==> src/rtl/spectrum_pkg.sv <==
// Shared constants for the spectrum histogram path: FSM one-hot encoding,
// stream sync bytes and channel count. Also used by the accumulator.
package spectrum_pkg;

   localparam int CHAN_BITS_DEF = 10;
   localparam int NUM_CHANNELS  = 1 << CHAN_BITS_DEF;

   localparam logic [7:0] SYNC0_BYTE = 8'hA5;
   localparam logic [7:0] SYNC1_BYTE = 8'h5A;

   localparam logic [7:0] ST_IDLE   = 8'b0000_0001;
   localparam logic [7:0] ST_SYNC0  = 8'b0000_0010;
   localparam logic [7:0] ST_SYNC1  = 8'b0000_0100;
   localparam logic [7:0] ST_ADDR   = 8'b0000_1000;
   localparam logic [7:0] ST_WAIT   = 8'b0001_0000;
   localparam logic [7:0] ST_SEND   = 8'b0010_0000;
   localparam logic [7:0] ST_CSUM   = 8'b0100_0000;
   localparam logic [7:0] ST_FINISH = 8'b1000_0000;

   // Serializer load request: nbytes is the number of bytes to send minus one.
   typedef struct packed {
      logic        load;
      logic [31:0] data;
      logic [1:0]  nbytes;
   } ser_load_t;

endpackage

==> src/rtl/spectrum_byte_ser.sv <==
// 32-bit load/shift register presenting bytes MSB first on a valid/ready
// handshake. A load always wins over a shift so word boundaries have no bubble.
module spectrum_byte_ser
   import spectrum_pkg::*;
(
   input  logic       clk_i,
   input  logic       rst_ni,
   input  ser_load_t  load_i,
   input  logic       tx_ready_i,
   output logic [7:0] tx_data_o,
   output logic       tx_valid_o,
   output logic       fire_o,
   output logic       last_o
);

   logic [31:0] sreg_q, sreg_d;
   logic [1:0]  cnt_q, cnt_d;
   logic        vld_q, vld_d;

   assign fire_o     = vld_q & tx_ready_i;
   assign last_o     = fire_o & (cnt_q == 2'd0);
   assign tx_data_o  = sreg_q[31:24];
   assign tx_valid_o = vld_q;

   always_comb begin
      sreg_d = sreg_q;
      cnt_d  = cnt_q;
      vld_d  = vld_q;
      if (load_i.load) begin
         sreg_d = load_i.data;
         cnt_d  = load_i.nbytes;
         vld_d  = 1'b1;
      end else if (fire_o) begin
         if (cnt_q == 2'd0) begin
            vld_d = 1'b0;
         end else begin
            sreg_d = {sreg_q[23:0], 8'h00};
            cnt_d  = cnt_q - 2'd1;
         end
      end
   end

   always_ff @(posedge clk_i or negedge rst_ni) begin
      if (!rst_ni) begin
         sreg_q <= '0;
         cnt_q  <= '0;
         vld_q  <= 1'b0;
      end else begin
         sreg_q <= sreg_d;
         cnt_q  <= cnt_d;
         vld_q  <= vld_d;
      end
   end

endmodule

==> src/rtl/spectrum_readout.sv <==
// Dumps the histogram RAM as a byte stream: A5 5A, then each channel count
// MSB first. SPECTRUM_CHECKSUM_EN appends a mod-256 sum of the data bytes.
module spectrum_readout
   import spectrum_pkg::*;
#(
   parameter int CHANNEL_BITS = CHAN_BITS_DEF,
   parameter int COUNT_WIDTH  = 32
) (
   input  logic                    CLOCK_65,
   input  logic                    rst_n,
   input  logic                    cmd_dump,
   output logic [CHANNEL_BITS-1:0] channel_address_read,
   input  logic [COUNT_WIDTH-1:0]  channel_count_read,
   output logic [7:0]              tx_data,
   output logic                    tx_valid,
   input  logic                    tx_ready,
   output logic                    busy,
   output logic                    done
);

   logic [7:0]              state_q, state_d;
   logic [CHANNEL_BITS-1:0] idx_q, idx_d;
   logic [CHANNEL_BITS-1:0] addr_q, addr_d;
   ser_load_t               ld;
   logic                    fire, last;
`ifdef SPECTRUM_CHECKSUM_EN
   logic [7:0]              csum_q, csum_d;
`endif

   assign channel_address_read = addr_q;
   assign busy = (state_q != ST_IDLE);
   assign done = (state_q == ST_FINISH);

   always_comb begin
      state_d = state_q;
      idx_d   = idx_q;
      addr_d  = addr_q;
      ld      = '0;
`ifdef SPECTRUM_CHECKSUM_EN
      csum_d  = csum_q;
`endif
      case (state_q)
         ST_IDLE: if (cmd_dump) begin
            state_d = ST_SYNC0;
            idx_d   = '0;
            ld.load = 1'b1;
            ld.data = {SYNC0_BYTE, 24'h0};
`ifdef SPECTRUM_CHECKSUM_EN
            csum_d  = '0;
`endif
         end
         ST_SYNC0: if (fire) begin
            state_d = ST_SYNC1;
            ld.load = 1'b1;
            ld.data = {SYNC1_BYTE, 24'h0};
         end
         ST_SYNC1: if (fire) begin
            state_d = ST_ADDR;
            addr_d  = idx_q;
         end
         ST_ADDR: state_d = ST_WAIT;
         // RAM data for the ADDR-cycle address is on the bus now.
         ST_WAIT: begin
            state_d   = ST_SEND;
            ld.load   = 1'b1;
            ld.data   = channel_count_read;
            ld.nbytes = 2'd3;
         end
         ST_SEND: begin
`ifdef SPECTRUM_CHECKSUM_EN
            if (fire) csum_d = csum_q + tx_data;
`endif
            if (last) begin
               if (idx_q != '1) begin
                  idx_d   = idx_q + 1'b1;
                  addr_d  = idx_q + 1'b1;
                  state_d = ST_ADDR;
               end else begin
`ifdef SPECTRUM_CHECKSUM_EN
                  state_d = ST_CSUM;
                  ld.load = 1'b1;
                  ld.data = {csum_q + tx_data, 24'h0};
`else
                  state_d = ST_FINISH;
`endif
               end
            end
         end
`ifdef SPECTRUM_CHECKSUM_EN
         ST_CSUM: if (fire) state_d = ST_FINISH;
`endif
         ST_FINISH: state_d = ST_IDLE;
         default:   state_d = ST_IDLE;
      endcase
   end

   always_ff @(posedge CLOCK_65 or negedge rst_n) begin
      if (!rst_n) begin
         state_q <= ST_IDLE;
         idx_q   <= '0;
         addr_q  <= '0;
`ifdef SPECTRUM_CHECKSUM_EN
         csum_q  <= '0;
`endif
      end else begin
         state_q <= state_d;
         idx_q   <= idx_d;
         addr_q  <= addr_d;
`ifdef SPECTRUM_CHECKSUM_EN
         csum_q  <= csum_d;
`endif
      end
   end

   spectrum_byte_ser u_ser (
      .clk_i      (CLOCK_65),
      .rst_ni     (rst_n),
      .load_i     (ld),
      .tx_ready_i (tx_ready),
      .tx_data_o  (tx_data),
      .tx_valid_o (tx_valid),
      .fire_o     (fire),
      .last_o     (last)
   );

endmodule

==> config.mk <==
export PLATFORM = sky130hd
export DESIGN_NAME = spectrum_readout
export DESIGN_NICKNAME = d
export VERILOG_FILES = /design/src/rtl/spectrum_pkg.sv /design/src/rtl/spectrum_byte_ser.sv /design/src/rtl/spectrum_readout.sv
export SDC_FILE = /design/constraint.sdc
export NUM_CORES = 1
export LEC_CHECK = 0
export ABC_AREA = 1
export BUFFER_PORTS_ARGS = -buffer_cell sky130_fd_sc_hd__buf_2
export CORE_MARGIN = 8
export CORE_UTILIZATION = 51
export CTS_BUF_LIST = sky130_fd_sc_hd__clkbuf_8 sky130_fd_sc_hd__clkbuf_16
export DETAILED_ROUTE_END_ITERATION = 16
export PLACE_DENSITY = 0.87
export SLEW_MARGIN = 30
export SYNTH_ARGS = -nofsm -noshare
export SYNTH_HDL_FRONTEND = slang
export SYNTH_SLANG_ARGS = --single-unit
==> constraint.sdc <==
create_clock -name CLOCK_65 -period 1.6 [get_ports CLOCK_65]
set_input_delay 0 -clock CLOCK_65 [delete_from_list [all_inputs] [get_ports CLOCK_65]]
set_output_delay 0 -clock CLOCK_65 [all_outputs]
set_load 0.01 [all_outputs]
==> metrics.md <==
| Metric | Value |
|---|---|
| ANT cells | `0` |
| Seq/Total Area, Yosys | `a little under half` |
| R2r setup slk | `-0.41 ns` |
| Routability congestion estimate | `0.8886` |
| Reg2reg start | `state_q[2]` |
| Yosys top cell area share | `roughly 45%` |
| Initial Utilization | `53.23%` |
| Clock sink total | `between 60 and 70` |
| Synth cell count leaders | `205 x nand2_1, 61 x dfrtp_1, 30 x inv_1` |
| Slowest cell on the critical path | `dfrtp_2` |
| CTS tree | `built` |
| Vias per inst | `roughly 6.4` |
| Hold Fails Final Rpt | `0` |
| Nets | `roughly 600` |
| First-pass DRT Iterations | `7` |
| Total gr overflow | `0` |
| Top Ports | `57` |
| CTS clk-pin slew, worst paths | `roughly 0.08 ns` |
| Final design area excluding fillers | `roughly 4900 um2` |
| Syn Area/Cell | `between 7 and 8 um2` |
| Routed vias | `4138` |
| Total wire length | `around 14000 um` |
| Pwr Density | `roughly 1300 nW/um2` |
| Gate Count Post-Synth | `around 450` |
| Clk Latency, worst-skew pair | `0.36 ns` |
| Slew headroom | `about two thirds` |
| Failing checks | `setup timing` |
| H-tree Lvls | `3` |
| Top post-synthesis cells by area | `dfrtp_1 45%, nand2_1 23%, inv_1 3.3%, o21ai_0 3.1%, nand4_1 2.9%` |
| Final ANT Viol Nets | `0` |
| Final setup fails | `between 50 and 60` |
| R2R Path End | `u_ser.sreg_q[17]` |
| Top FF cell, synth | `dfrtp_1` |
| Wire per inst | `21.71 um` |
| Top-count cell post-synth | `nand2_1` |
| Worst EP required | `roughly 1.9 ns` |
| Core area | `between 6000 and 7000 um2` |
| CP peak stage delay | `~0.47 ns` |
| Fill cells | `around 370` |
| Crit path buf inv count | `2` |
| HPWL after detailed placement | `between 5000 and 6000 um` |
| # DRC | `0` |
| CP most frequent cell | `nand2_1` |
| Max VDD drop | `between 1000 and 1500 uV` |
| Die X | `about 100 um` |
| Vias in the first global route | `about 3800` |
| CP max FO | `21` |
| Post-synth EDFFs | `0` |
| RSZ-0062 raised after global routing | `yes` |
| Tot Pwr | `around 6.6 mW` |
| Largest net degree at the start of global routing | `39` |
| Worst Tran Pin Value | `0.5079 ns` |
| First-pass GRT wire length | `around 18000 um` |
| WP data arrival | `2.26 ns` |
| FP Rows | `29` |
| Synth warnings | `0` |
| Root Buffer | `clkbuf_8` |
| Top delay family on crit path | `simple AND/OR/NAND/NOR gates` |
| Critical path class | `reg2reg` |
| Library cells used by synthesis | `29` |
| Overall Global Routing Usage | `a little under a quarter` |
| Final WS setup | `-0.4149 ns` |
| Clk buf depth | `2` |
| Yosys top cell by area | `dfrtp_1` |
| Dpl cells | `580` |
| Startpoint types | `register` |
| # port buffers | `56` |
| Fraction of layout cells with a size suffix above 1 | `37.98%` |
| 1st-iter DRT viols | `between 500 and 600` |
| Hold Worst Slack | `around 0.17 ns` |
| Layout area overhead | `44.90%` |
| Worst hold path class | `in2async` |
| Die ar. | `~9500 um2` |
| Final std cells w/o fill | `between 600 and 700` |
| Share of flip-flops with an asynchronous set or reset | `100.0%` |
| Critical Path End Type | `register` |
| Fmax | `just under 500 MHz` |
| Clock Skew | `between 0.01 and 0.015 ns` |
| CTS Buf Count | `9` |
| P_leak | `roughly 2.6 nW` |
| #FFs+latches synth | `between 60 and 70` |
| Initial antenna violation count | `0` |
| Util after Layout | `77.14%` |
| Outcome | `finished with violations` |
| R2r worst-path depth | `9` |
| Worst-path cell chain | `inv_1 > nand2_1 > nor2_4 > nand3_2 > buf_4 > nand4_1 > nand2_1 > nand2_4 > nand2_2` |
| Fin. max-slew vios | `0` |
| Post-Syn Area | `3400 um2` |
| Minimum clock period | `2.015 ns` |
| Max-capacitance violation count | `0` |
| Syn Nets | `487` |
| Placed cell areas | `roughly 3800 um2` |
| Die extent in y | `97.65 um` |
| Period utilization | `125.9%` |
[final cells by class]
| class | count | area [um2] | share of cell area [%] |
|---|---|---|---|
| clock buffer | 11 | 151.4 | 3.073 |
| clock inverter | 5 | 57.56 | 1.168 |
| inverter | 38 | 150.1 | 3.048 |
| multi-input combinational | 329 | 1917 | 38.91 |
| sequential | 62 | 1555 | 31.57 |
| tap | 77 | 96.34 | 1.956 |
| timing repair buffer | 129 | 998.5 | 20.27 |
[cells in the final DEF (no fill, tap or decap), types with 4 or more instances in the layout]
master / Yosys / final
a21oi_1: 8 / 5
buf_2: 9 / 56
buf_4: 9 / 28
buf_6: 3 / 6
clkbuf_8: 0 / 11
dfrtp_1: 61 / 59
dlygate4sd3_1: 0 / 34
inv_1: 30 / 28
inv_2: 8 / 8
nand2_1: 205 / 162
nand2_2: 4 / 36
nand2_4: 2 / 12
nand2_8: 1 / 5
nand3_1: 17 / 14
nand3_2: 4 / 5
nand4_1: 16 / 16
nor2_1: 20 / 14
nor2_2: 3 / 4
nor2_4: 1 / 7
o21ai_0: 21 / 16
o21ai_1: 0 / 4
o21ai_2: 11 / 10
[registers in the layout (all words and copies together) (netlist names)]
register and flops:
u_ser.sreg_q 32, channel_address_read 10, idx_q 10, state_q 7
u_ser.cnt_q 2, u_ser.tx_valid_o 1
[report_power, final]
group          switching, mW  internal, mW
Clock                  0.689         0.804
Combinational           2.03          1.16
Sequential             0.139          1.75
Total                   2.86          3.72
[logic make-up after synthesis]
logic type               count (synthesis)  share of synthesized area (%)
AO/OA/AOI/OAI                           40                          7.103
XOR/XNOR                                 1                         0.2577
adder cells (fa/ha/maj)                  3                          1.104
buffers and inverters                   62                          9.164
flip-flops                              62                          45.68
AND/OR/NAND/NOR                        280                          36.70
[stage by stage]
stage | setup TNS (ns) | setup WS (ns)
floorplan | 0 | 0.1371
global placement | -3.722 | -0.1672
detailed placement | -5.312 | -0.2171
CTS | -0.009136 | -0.007087
global route | -12.23 | -0.5068
finish | -8.593 | -0.4149
[layer usage]
layer | vias up | track usage, % | share of wire (%)
met5 | - | 0 | 0
met4 | 0 | 19.00 | 9.3
met3 | 166 | 5.690 | 13
met2 | 433 | 37.40 | 45
met1 | 1883 | 26.14 | 33
li1 | 1656 | - | -
[worst min-delay path: stages]
cell           delay, ns
dlygate4sd3_1       0.52
buf_2               0.11
buf_4               0.29
[how the worst max path moves through the flow]
| stage | from | to | slack (ns) | cells past startpoint |
|---|---|---|---|---|
| after detailed placement | state_q[0] | u_ser.sreg_q[9] | -0.22 | 8 |
| after global placement | state_q[0] | u_ser.sreg_q[22] | -0.17 | 8 |
| final | state_q[2] | u_ser.sreg_q[17] | -0.41 | 9 |
| after global routing | state_q[2] | u_ser.sreg_q[17] | -0.51 | 9 |
| after floorplan | idx_q[0] | idx_q[7] | 0.14 | 9 |
| after CTS | state_q[0] | channel_address_read[8] | -0.007 | 10 |
[timing repair]
action,4_1_cts,5_1_grt
pin swaps,7,29
endpoints found under the hold margin,94,0
cloned,4,2
endpoints found under the setup margin,45,60
setup buffers,3,13
hold buffers,34,0
resized for setup,20,92
Power figures use the tool's default switching activity.
